--- config.mk ---
export PLATFORM = sky130hd
export DESIGN_NAME = nibble_serial_adder16_flat
export DESIGN_NICKNAME = d
export VERILOG_FILES = /design/src/rtl/nibble_serial_adder16_pkg.sv /design/src/rtl/nibble_serial_adder16_if.sv /design/src/rtl/nibble_serial_adder16_cla4_slice.sv /design/src/rtl/nibble_serial_adder16.sv /design/src/flat_wrapper.sv
export SDC_FILE = /design/constraint.sdc
export NUM_CORES = 1
export LEC_CHECK = 0
export ABC_AREA = 0
export CAP_MARGIN = 20
export CORE_MARGIN = 5
export CORE_UTILIZATION = 50
export CTS_BUF_LIST = sky130_fd_sc_hd__clkbuf_4 sky130_fd_sc_hd__clkbuf_8 sky130_fd_sc_hd__clkbuf_16
export DETAILED_ROUTE_END_ITERATION = 8
export GPL_TIMING_DRIVEN = 0
export MAX_ROUTING_LAYER = met4
export PLACE_DENSITY_LB_ADDON = 0.1
export SYNTH_ARGS = -nofsm -noshare
export SYNTH_HDL_FRONTEND = slang
export SYNTH_HIERARCHICAL = 1
export SYNTH_SLANG_ARGS = --single-unit
--- constraint.sdc ---
create_clock -name clk -period 3.6 [get_ports clk]
set_input_delay 0.72 -clock clk [delete_from_list [all_inputs] [get_ports clk]]
set_output_delay 0.72 -clock clk [all_outputs]
set_load 0.02 [all_outputs]
--- src/rtl/nibble_serial_adder16_pkg.sv ---
// Shared types and defaults for the nibble-serial adder/subtractor.
// State encodings: IDLE=0, RUN=1, DONE=2.
package nibble_serial_adder16_pkg;

    typedef enum logic [1:0] {
        IDLE = 2'd0,
        RUN  = 2'd1,
        DONE = 2'd2
    } state_t;

    localparam int unsigned DEFAULT_NIBBLES = 4;

    // Nibble index width; at least one bit so NIBBLES=1 still has a legal counter.
    function automatic int unsigned idx_width(input int unsigned n);
        return (n > 1) ? $clog2(n) : 1;
    endfunction

endpackage

--- src/rtl/nibble_serial_adder16_if.sv ---
// Operand and result handshakes of the nibble-serial adder/subtractor.
// slave is the adder's view; master is the source/consumer view.
interface nibble_serial_adder16_if
    import nibble_serial_adder16_pkg::*;
#(
    parameter int unsigned NIBBLES = DEFAULT_NIBBLES
);
    localparam int unsigned W = 4 * NIBBLES;

    logic         in_valid;
    logic         in_ready;
    logic [W-1:0] A;
    logic [W-1:0] B;
    logic         Cin;
    logic         SUB;
    logic         out_valid;
    logic         out_ready;
    logic [W-1:0] S;
    logic         Cout;
    logic         OVF;

    modport slave (
        input  in_valid, A, B, Cin, SUB, out_ready,
        output in_ready, out_valid, S, Cout, OVF
    );

    modport master (
        output in_valid, A, B, Cin, SUB, out_ready,
        input  in_ready, out_valid, S, Cout, OVF
    );

endinterface

--- src/rtl/nibble_serial_adder16_cla4_slice.sv ---
// Combinational 4-bit propagate/generate lookahead adder slice.
// C3 (carry into bit 3) is exported for signed-overflow detection.
module cla4_slice (
    input  logic [3:0] A,
    input  logic [3:0] B,
    input  logic       Cin,
    output logic [3:0] S,
    output logic       Cout,
    output logic       C3
);

    logic [3:0] p;
    logic [3:0] g;
    logic [4:0] c;

    always_comb begin
        p    = A ^ B;
        g    = A & B;
        c[0] = Cin;
        c[1] = g[0] | (p[0] & Cin);
        c[2] = g[1] | (p[1] & g[0]) | (p[1] & p[0] & Cin);
        c[3] = g[2] | (p[2] & g[1]) | (p[2] & p[1] & g[0])
             | (p[2] & p[1] & p[0] & Cin);
        c[4] = g[3] | (p[3] & g[2]) | (p[3] & p[2] & g[1])
             | (p[3] & p[2] & p[1] & g[0]) | ((&p) & Cin);
    end

    assign S    = p ^ c[3:0];
    assign Cout = c[4];
    assign C3   = c[3];

endmodule

--- src/rtl/nibble_serial_adder16.sv ---
// Multi-cycle W-bit adder/subtractor reusing one 4-bit lookahead slice,
// one nibble per clock, LSB first, with valid/ready on both sides.
module nibble_serial_adder16
    import nibble_serial_adder16_pkg::*;
#(
    parameter int unsigned NIBBLES = DEFAULT_NIBBLES
) (
    input  logic                    clk,
    input  logic                    rst,
    nibble_serial_adder16_if.slave  bus
);

    localparam int unsigned W    = 4 * NIBBLES;
    localparam int unsigned IDXW = idx_width(NIBBLES);
    localparam logic [IDXW-1:0] LAST_IDX = IDXW'(NIBBLES - 1);

    state_t          state;
    state_t          state_nxt;
    logic [W-1:0]    opa;
    logic [W-1:0]    opb;
    logic [W-1:0]    s_q;
    logic            carry;
    logic            cout_q;
    logic            ovf_q;
    logic [IDXW-1:0] idx;

    logic [3:0]      a_nib;
    logic [3:0]      b_nib;
    logic [3:0]      sl_s;
    logic            sl_cout;
    logic            sl_c3;
    logic            last;

    assign a_nib = opa[idx*4 +: 4];
    assign b_nib = opb[idx*4 +: 4];
    assign last  = (idx == LAST_IDX);

    cla4_slice u_slice (
        .A    (a_nib),
        .B    (b_nib),
        .Cin  (carry),
        .S    (sl_s),
        .Cout (sl_cout),
        .C3   (sl_c3)
    );

    always_ff @(posedge clk) begin
        if (rst) state <= IDLE;
        else     state <= state_nxt;
    end

    always_comb begin
        state_nxt = state;
        case (state)
            IDLE:    if (bus.in_valid) state_nxt = RUN;
            RUN:     if (last)         state_nxt = DONE;
            DONE:    if (bus.out_ready) state_nxt = IDLE;
            default: state_nxt = IDLE;
        endcase
    end

    // Subtraction is folded into the capture: A + ~B + 1.
    always_ff @(posedge clk) begin
        if (rst) begin
            opa    <= '0;
            opb    <= '0;
            s_q    <= '0;
            carry  <= 1'b0;
            cout_q <= 1'b0;
            ovf_q  <= 1'b0;
            idx    <= '0;
        end else begin
            case (state)
                IDLE: begin
                    if (bus.in_valid) begin
                        opa   <= bus.A;
                        opb   <= bus.SUB ? ~bus.B : bus.B;
                        carry <= bus.SUB ? 1'b1 : bus.Cin;
                        idx   <= '0;
                    end
                end
                RUN: begin
                    s_q[idx*4 +: 4] <= sl_s;
                    carry           <= sl_cout;
                    if (last) begin
                        cout_q <= sl_cout;
                        ovf_q  <= sl_c3 ^ sl_cout;
                    end else begin
                        idx <= idx + 1'b1;
                    end
                end
                default: ;
            endcase
        end
    end

    assign bus.in_ready  = (state == IDLE) && !rst;
    assign bus.out_valid = (state == DONE);
    assign bus.S         = s_q;
    assign bus.Cout      = cout_q;
    assign bus.OVF       = ovf_q;

endmodule
--- src/flat_wrapper.sv ---
// flat-port wrapper written by rule: the top's interface ports become plain ports
module nibble_serial_adder16_flat import nibble_serial_adder16_pkg::*;
#(
    parameter int unsigned NIBBLES = DEFAULT_NIBBLES
)
  (clk, rst, bus_in_valid, bus_A, bus_B, bus_Cin, bus_SUB, bus_out_ready, bus_in_ready, bus_out_valid, bus_S, bus_Cout, bus_OVF);
  nibble_serial_adder16_if #(.NIBBLES(NIBBLES)) bus_i ();
  input  logic clk;
  input  logic rst;
  input wire logic [$bits(bus_i.in_valid)-1:0] bus_in_valid;
  input wire logic [$bits(bus_i.A)-1:0] bus_A;
  input wire logic [$bits(bus_i.B)-1:0] bus_B;
  input wire logic [$bits(bus_i.Cin)-1:0] bus_Cin;
  input wire logic [$bits(bus_i.SUB)-1:0] bus_SUB;
  input wire logic [$bits(bus_i.out_ready)-1:0] bus_out_ready;
  output wire logic [$bits(bus_i.in_ready)-1:0] bus_in_ready;
  output wire logic [$bits(bus_i.out_valid)-1:0] bus_out_valid;
  output wire logic [$bits(bus_i.S)-1:0] bus_S;
  output wire logic [$bits(bus_i.Cout)-1:0] bus_Cout;
  output wire logic [$bits(bus_i.OVF)-1:0] bus_OVF;
  assign bus_i.in_valid = bus_in_valid;
  assign bus_i.A = bus_A;
  assign bus_i.B = bus_B;
  assign bus_i.Cin = bus_Cin;
  assign bus_i.SUB = bus_SUB;
  assign bus_i.out_ready = bus_out_ready;
  assign bus_in_ready = bus_i.in_ready;
  assign bus_out_valid = bus_i.out_valid;
  assign bus_S = bus_i.S;
  assign bus_Cout = bus_i.Cout;
  assign bus_OVF = bus_i.OVF;
  nibble_serial_adder16 #(.NIBBLES(NIBBLES)) u_core (.clk(clk), .rst(rst), .bus(bus_i));
endmodule
==> results of run 1 <==
-- worst paths after layout --
check / endpoint / slack (ns) / cells past startpoint
max reg2reg: u_core/bus.S[15] / 0.54 / 8
max: u_core/bus.S[15] / 0.54 / 8
min reg2reg: u_core/bus.S[14] / 0.45 / 2
min: u_core/bus.S[14] / 0.45 / 2
-- cell families after synthesis --
| family | share of synthesized area |
|---|---|
| compound gates | 0.160 |
| xor+xnor | 0.0674 |
| fa+ha+maj | 0.0511 |
| buf+inv | 0.0477 |
| flops | 0.424 |
| mux | 0.0694 |
| simple gates | 0.181 |
-- where the power goes --
| part | internal, mW | switching [mW] | total (mW) | leakage [nW] |
|---|---|---|---|---|
| Sequential | 0.642 | 0.0198 | 0.662 | 0.450 |
| Combinational | 0.125 | 0.142 | 0.267 | 0.725 |
| Clock | 0.204 | 0.194 | 0.398 | 0.0502 |
| Total | 0.970 | 0.356 | 1.33 | 1.23 |
-- critical path, stage by stage (launching register included) --
cell	delay [ns]
dfxtp_1	0.59
buf_2	0.39
mux4_2	0.57
ha_1	0.32
a211oi_2	0.27
o21bai_2	0.14
xor2_1	0.41
nand3_1	0.13
a21oi_1	0.17
-- through the flow --
stage,hold WS [ns],worst slack [ns],cell area [um2]
after detailed placement,0.446,0.538,3240
after global placement,0.439,0.586,3240
after CTS,0.460,0.514,3340
final,0.454,0.536,3340
after global routing,0.471,0.324,3340
after floorplan,0.433,0.954,2600
-- sequential cells by signal (all words and copies together) (netlist names) --
register         cells
u_core/bus.Cout      1
u_core/bus.OVF       1
u_core/bus.S        16
u_core/carry         1
u_core/idx           2
u_core/opa          16
u_core/opb          16
u_core/state         2
-- per-layer routing --
metal / up-vias / track usage / routed length, um
met4: 0 / 0.0515 / 46
met5: - / - / 0
met1: 996 / 0.265 / 2800
met3: 5 / 0.0395 / 372
li1: 1082 / - / -
met2: 59 / 0.300 / 2760
-- layout by cell type, fill, tap and decap left out, types with 3 or more instances in the layout --
cell type / count
mux4_2: 8
xnor2_1: 18
nand2b_1: 6
inv_1: 9
a22o_1: 8
ha_1: 9
a21oi_1: 30
buf_2: 9
clkbuf_8: 5
a211oi_1: 17
clkdlybuf4s50_1: 55
clkbuf_1: 12
nor2b_1: 3
nor2_1: 20
dfxtp_1: 55
nand3_1: 8
nand2_1: 40
-- final cells by class --
class	count	area, um2
flip-flops and latches	55	1100
clock buffers	5	68.8
fillers	460	1730
well taps	70	87.6
inverters	9	33.8
clock inverters	2	37.5
plain buffers	21	90.1
multi-input cells	193	1370
repair buffers	55	551
==> run_results.csv, run 1 <==
group,metric,value,unit
setup_path,path_class,"reg2reg",
logic_synthesis,yosysMostFrequentCell,"dfxtp_1",
sta,worstMarginPinSlew,0.845,ns
logic_synthesis,syn_nets,326,
power,peakVddDrop,192,uV
sta,clock_skew,0.00758,ns
clock_tree,cts_root_buf,"clkbuf_8",
sta,setup_violations,0,
min_path,hold_path.class,"reg2reg",
clock_tree,cts_tree,"built",
min_path,worstHoldStart,"u_core/bus.S[14]",
global_route,grt_pass1_vias,2030,
logic_synthesis,postSynthCellCount,278,
floorplanning,die_x,82.1,um
sta,finalHoldViolations,0,
sta,maxSlewViolCount,0,
clock_tree,clkSlewWorstSetupHoldPaths,0.09,ns
logic_synthesis,synth_seq_cells,55,
logic_synthesis,ys_async_sr_fraction,0,
sta,slew_headroom,0.428,
global_route,grt_util_all_layers,0.196,
cells_and_area,area_delta_synth_final,28.7,%
sta,setup_tns,0,ns
floorplanning,row_count,26,
clock_tree,cts_resized,0,
clock_tree,cts_buffers,5,
flow_run,maxCapViolCount,0,
logic_synthesis,ys_seq_area_frac,0.424,
logic_synthesis,syn_avg_cell_area,9.34,um2
route,viasPerCell,5.22,
global_route,grt_antenna_before_repair,0,
route,dr.first_iter.drc_count,113,
floorplanning,io_pins,58,
clock_tree,clock_sinks,55,
floorplanning,die_y,82.1,um
setup_path,startpoint_type,"register",
placement,gp_congestion,0.830,
power,finalPower,1.33,mW
logic_synthesis,yosysWarnings,6,
sta,period_share,0.851,
power,powerDensity,397,nW/um2
placement,place_hpwl,4390,um
route,drc,0,
setup_path,cp.required,3.83,ns
cells_and_area,final_nets,388,
global_route,grt_pass1_wl,9780,um
route,wirelength,5980,um
cells_and_area,final_util,0.659,
power,p_leak,1.23,nW
floorplanning,initial_core_util,0.512,
route,wire_per_inst,14.6,um
status,status,"complete, no violations",
route,first_pass_iters,4,
route,drt.antenna.violating_nets,0,
logic_synthesis,synth_cell_types,36,
cells_and_area,post_route_cells_drive_above_1_share,0.0912,
sta,rsz0062_at_grt,"no",
sta,fmax,326,MHz
clock_tree,clock_latency,0.31,ns
setup_path,regToRegStartpoint,"u_core/idx[0]",
logic_synthesis,synthTopCellsByArea,"dfxtp_1 42%, mux4_2 6.9%, xnor2_1 6.1%",
setup_path,crit_path_start,"u_core/idx[0]",
clock_tree,hold_buffers,0,
logic_synthesis,ys.flop_type,"dfxtp_1",
logic_synthesis,synth_top_cell_by_area,"dfxtp_1",
logic_synthesis,ys_top_cells_by_count,"55 x dfxtp_1, 40 x nand2_1, 30 x a21oi_1",
setup_path,crit_arrival,3.30,ns
placement,port_buffers,55,
global_route,grt_max_degree,17,
route,vias,2142,
floorplanning,coreArea,5070,um2
logic_synthesis,synth_edf_count,0,
clock_tree,htree_num_levels,2,
clock_tree,clk_path_buf_depth,2,
setup_path,worstPathMaxFanout,10,
logic_synthesis,synth.top_cell.area_share,0.424,
cells_and_area,fin_cells,410,
global_route,gr-total-overflow,0,
placement,dpl.cell_count,403,
floorplanning,die-area,6740,um2
setup_path,end_kind,"register",
sta,period_needed,3.06,ns
clock_tree,post_cts_buffers,0,
cells_and_area,antenna_cells,0,
logic_synthesis,synth_area,2600,um2
Power figures use the tool's default switching activity.
==> inputs of run 2 (changes only) <==
--- a/config.mk
+++ b/config.mk
@@ -11,9 +11,9 @@
 export CORE_UTILIZATION = 50
 export CTS_BUF_LIST = sky130_fd_sc_hd__clkbuf_4 sky130_fd_sc_hd__clkbuf_8 sky130_fd_sc_hd__clkbuf_16
 export DETAILED_ROUTE_END_ITERATION = 8
-export GPL_TIMING_DRIVEN = 0
 export MAX_ROUTING_LAYER = met4
 export PLACE_DENSITY_LB_ADDON = 0.1
+export RECOVER_POWER = 50
 export SYNTH_ARGS = -nofsm -noshare
 export SYNTH_HDL_FRONTEND = slang
 export SYNTH_HIERARCHICAL = 1
==> run 2 against run 1 <==
Register-to-register slack gained 0.26 ns. Combinational power shrank 7%. Clock power shrank 15%. Count of clock-buffer cells in the layout grew 1. The run now ends with capacitance limit, slew limit left. Flip-flop and latch count is the same. Power shrank 5.5%. Critical path type is now in2reg. Global-route usage shrank 1.7 points. Routed wire length shrank 8.6%.
==> run_results.csv, run 2 (synthesis gave the netlist of run 1 again) <==
group,metric,value,unit
status,status,"finished with violations",
status,violations,"capacitance limit, slew limit",
power,powerDensity,383,nW/um2
floorplanning,die-area,6740,um2
setup_path,cpMaxStageDelayCell,"clkbuf_1",
flow_run,maxCapViolCount,1,
cells_and_area,antenna_cells,0,
placement,place_hpwl,4010,um
global_route,gr-total-overflow,0,
placement,gp_congestion,0.786,
clock_tree,clock_sinks,55,
global_route,grt_pass1_wl,9010,um
power,finalPower,1.25,mW
setup_path,crit_chain,"clkdlybuf4s50_1, nor3b_1, clkbuf_1, nand2_1, a21oi_1",
global_route,grt_util_all_layers,0.179,
clock_tree,htree_num_levels,2,
cells_and_area,fin_cells,395,
clock_tree,clkSlewWorstSetupHoldPaths,0.09,ns
clock_tree,clk_path_buf_depth,2,
setup_path,startpoint_type,"input port",
sta,clock_skew,0.00492,ns
route,dr.first_iter.drc_count,82,
cells_and_area,multi_input_area,1370,um2
cells_and_area,final_nets,373,
floorplanning,row_count,26,
global_route,grt_antenna_before_repair,0,
cells_and_area,post_route_cells_drive_above_1_share,0.0708,
global_route,use_met1,0.249,
setup_path,cp.required,3.83,ns
cells_and_area,fillers,467,
floorplanning,die_x,82.1,um
route,wirelength,5470,um
power,p_leak,1.23,nW
setup_path,end_kind,"register",
setup_path,path_class,"in2reg",
route,viasPerCell,5.11,
clock_tree,cts_buffers,5,
global_route,grt_max_degree,52,
cells_and_area,area_delta_synth_final,25.9,%
route,vias,2018,
sta,setup_tns,0,ns
global_route,use_met2,0.263,
sta,setup_violations,0,
route,drt.antenna.violating_nets,0,
sta,maxSlewViolCount,49,
sta,worstMarginPinSlew,1.81,ns
sta,period_needed,2.95,ns
sta,finalHoldViolations,0,
global_route,grtUsageMet3,0.0362,
route,first_pass_iters,4,
min_path,hold_path.class,"reg2reg",
setup_path,slowest_delay,1.33,ns
global_route,grt-busiest-layer,"met2",
sta,slew_headroom,-0.204,
clock_tree,cts_resized,0,
clock_tree,cts_root_buf,"clkbuf_8",
global_route,grt_pass1_vias,1919,
clock_tree,hold_buffers,0,
sta,period_share,0.820,
floorplanning,io_pins,58,
route,drc,0,
cells_and_area,regArea,1100,um2
setup_path,crit_arrival,3.18,ns
power,peakVddDrop,234,uV
sta,fmax,339,MHz
route,wire_per_inst,13.8,um
floorplanning,initial_core_util,0.512,
floorplanning,die_y,82.1,um
clock_tree,clock_latency,0.30,ns
clock_tree,cts_tree,"built",
clock_tree,post_cts_buffers,0,
placement,dpl.cell_count,388,
setup_path,worstPathMaxFanout,48,
cells_and_area,layout_common_cells,"55 x dfxtp_1, 45 x clkdlybuf4s50_1, 40 x nand2_1",
cells_and_area,layout_commonest_cell,"dfxtp_1",
placement,port_buffers,57,
floorplanning,coreArea,5070,um2
sta,rsz0062_at_grt,"no",
==> run 2: cell types whose count changed in the layout (fill, tap and decap cells not counted) <==
| cell | previous run | this run |
|---|---|---|
| bufinv_16 | 1 | 0 |
| nor3b_1 | 1 | 2 |
| clkbuf_1 | 12 | 2 |
| buf_2 | 9 | 0 |
| clkinvlp_4 | 1 | 0 |
| nor3b_2 | 1 | 0 |
| buf_4 | 0 | 2 |
| clkbuf_8 | 5 | 6 |
| clkdlybuf4s50_1 | 55 | 45 |
| dlygate4sd3_1 | 0 | 12 |
| clkinv_2 | 0 | 1 |
==> run 2: layout make-up <==
cell class              instances  area share
well taps                      70      0.0268
flip-flops and latches         55       0.337
repair buffers                 61       0.181
multi-input cells             193       0.418
clock buffers                   6      0.0252
clock inverters                 1     0.00153
inverters                       9      0.0103
==> run 2: final timing paths <==
check / from / end / slack (ns) / cells past startpoint
hold / removal: u_core/bus.S[12] / u_core/bus.S[12] / 0.46 / 2
setup / recovery: bus_in_valid / u_core/opa[7] / 0.65 / 5
hold reg to reg: u_core/bus.S[12] / u_core/bus.S[12] / 0.46 / 2
setup reg to reg: u_core/idx[0] / u_core/bus.S[15] / 0.80 / 6
==> run 2: per-stage QoR <==
stage | area, um2 | utilization | hold WS [ns] | setup WS, ns
floorplan | 2600 | - | 0.433 | 0.954
global placement | 3200 | 0.631 | 0.441 | 0.984
detailed placement | 3200 | 0.631 | 0.448 | 0.974
CTS | 3290 | 0.648 | 0.461 | 0.972
global route | 3270 | 0.644 | 0.479 | 0.416
finish | 3270 | 0.644 | 0.457 | 0.647
==> run 2: critical path, delay by kind of cell <==
kind | cells | cell delay (ns)
buf+inv | 2 | 1.86
compound gates | 1 | 0.20
simple gates | 2 | 0.38
==> run 2: per-layer routing <==
metal | vias to the layer above | wire [um]
met5 | - | 0
met4 | 0 | 60
met3 | 4 | 281
met2 | 51 | 2420
met1 | 904 | 2710
li1 | 1059 | -
==> run 2: power by group <==
part	total, mW	switching [mW]	internal (mW)
sequential	0.666	0.0244	0.642
clock	0.337	0.186	0.151
combinational	0.249	0.126	0.123
==> inputs of run 3 (changes only) <==
==> constraint.sdc (replaced) <==
create_clock -name clk -period 2.95 [get_ports clk]
set_input_delay 0.59 -clock clk [delete_from_list [all_inputs] [get_ports clk]]
set_output_delay 0.59 -clock clk [all_outputs]
set_load 0.02 [all_outputs]
==> run 3 against run 2 <==
The run now ends clean. Via count is 4.8% higher. Routed wire length is 5.7% higher. Critical path depth grew 2. Clock skew fell by 0.00096 ns. Critical endpoint is now u_core/bus.OVF. Highest routed layer unchanged.
==> run_results.csv, run 3 (synthesis gave the netlist of run 1 again) <==
group,metric,value,unit
cells_and_area,final_nets,373,
flow_run,maxCapViolCount,0,
power,peakVddDrop,224,uV
clock_tree,cts_root_buf,"clkbuf_8",
power,p_leak,1.25,nW
route,wire_per_inst,14.6,um
cells_and_area,fillers,472,
clock_tree,clk_path_buf_depth,2,
floorplanning,coreArea,5070,um2
status,status,"complete, no violations",
route,viasPerCell,5.34,
route,wirelength,5780,um
route,dr.first_iter.drc_count,98,
global_route,grt_util_all_layers,0.191,
setup_path,startpoint_type,"register",
placement,gp_congestion,0.791,
placement,place_hpwl,4290,um
placement,port_buffers,57,
clock_tree,htree_num_levels,2,
clock_tree,clkSlewWorstSetupHoldPaths,0.09,ns
floorplanning,die_y,82.1,um
sta,rsz0062_at_grt,"no",
global_route,grt_pass1_vias,1955,
sta,setup_violations,0,
floorplanning,io_pins,58,
floorplanning,row_count,26,
sta,maxSlewViolCount,0,
setup_path,worstPathMaxFanout,8,
cells_and_area,antenna_cells,0,
sta,period_share,0.899,
setup_path,crit_path_start,"u_core/idx[0]",
setup_path,path_class,"reg2reg",
cells_and_area,fin_cells,396,
route,vias,2115,
sta,clock_skew,0.00396,ns
cells_and_area,layout_commonest_cell,"dfxtp_1",
sta,setup_tns,0,ns
clock_tree,cts_tree,"built",
setup_path,regToRegStartpoint,"u_core/idx[0]",
floorplanning,die_x,82.1,um
min_path,worstHoldStart,"u_core/bus.S[15]",
clock_tree,post_cts_buffers,0,
clock_tree,cts_resized,0,
setup_path,crit_arrival,2.87,ns
cells_and_area,area_delta_synth_final,26.7,%
setup_path,cp.required,3.16,ns
cells_and_area,layout_common_cells,"55 x dfxtp_1, 41 x clkdlybuf4s50_1, 40 x nand2_1",
sta,slew_headroom,0.392,
clock_tree,clock_latency,0.30,ns
power,powerDensity,479,nW/um2
clock_tree,cts_buffers,5,
global_route,grt_antenna_before_repair,0,
route,first_pass_iters,4,
clock_tree,clock_sinks,55,
setup_path,end_kind,"register",
sta,period_needed,2.65,ns
placement,dpl.cell_count,388,
global_route,grt_pass1_wl,9520,um
global_route,gr-total-overflow,0,
route,drt.antenna.violating_nets,0,
min_path,hold_path.class,"reg2reg",
floorplanning,initial_core_util,0.512,
clock_tree,hold_buffers,0,
cells_and_area,post_route_cells_drive_above_1_share,0.0798,
sta,fmax,377,MHz
global_route,grt_max_degree,52,
cells_and_area,final_area,3290,um2
placement,placed_cell_area,3200,um2
route,drc,0,
sta,finalHoldViolations,0,
sta,worstMarginPinSlew,0.899,ns
floorplanning,die-area,6740,um2
[run 3: changes by cell type in the layout (fill, tap and decap cells not counted), sizes merged]
cell           before  now
clkinv              1    0
clkbuf              8    9
clkdlybuf4s50      45   41
dlygate4sd3        12   16
buf                 2    3
[run 3: per-stage QoR]
step / power (mW) / setup WS (ns) / hold slack, ns / util
2_1_floorplan: 1.03 / 0.304 / 0.433 / -
3_3_place_gp: 1.13 / 0.411 / 0.445 / 0.631
3_5_place_dp: 1.14 / 0.309 / 0.447 / 0.631
4_1_cts: 1.59 / 0.265 / 0.459 / 0.651
5_1_grt: 1.65 / 0.119 / 0.481 / 0.649
6_report: 1.58 / 0.297 / 0.454 / 0.649
[run 3: path summary, 6_finish.rpt]
path                                    endpoint  slack (ns)  cells after the start
worst max-delay path              u_core/bus.OVF        0.30                      7
worst min-delay path            u_core/bus.S[15]        0.45                      2
worst max register to register    u_core/bus.OVF        0.30                      7
worst min register to register  u_core/bus.S[15]        0.45                      2
[run 3: worst max-delay path, stage by stage (launching register included)]
cell and delay [ns]:
dfxtp_1 0.61, mux4_2 0.58, ha_1 0.33, a211oi_2 0.27
o21bai_2 0.13, a21o_1 0.23, xnor2_1 0.15, a211oi_1 0.26
[run 3: metal layers]
metal	routed length, um	GRT usage	vias up	share of wire
li1	-	-	1059	-
met1	2670	0.260	987	0.46
met2	2670	0.285	63	0.46
met3	372	0.0373	6	0.064
met4	68	0.0648	0	0.012
met5	0	-	-	0
[run 3: area by class of cell]
type	count	area, um2	share of cell area
multi-input cells	193	1370	0.415
well taps	70	87.6	0.0266
inverters	9	33.8	0.0103
flip-flops and latches	55	1100	0.334
repair buffers	61	598	0.182
clock buffers	8	104	0.0315
[run 3: power breakdown]
part,switching [mW],internal [mW]
logic,0.154,0.150
clock network,0.231,0.224
registers,0.0325,0.784
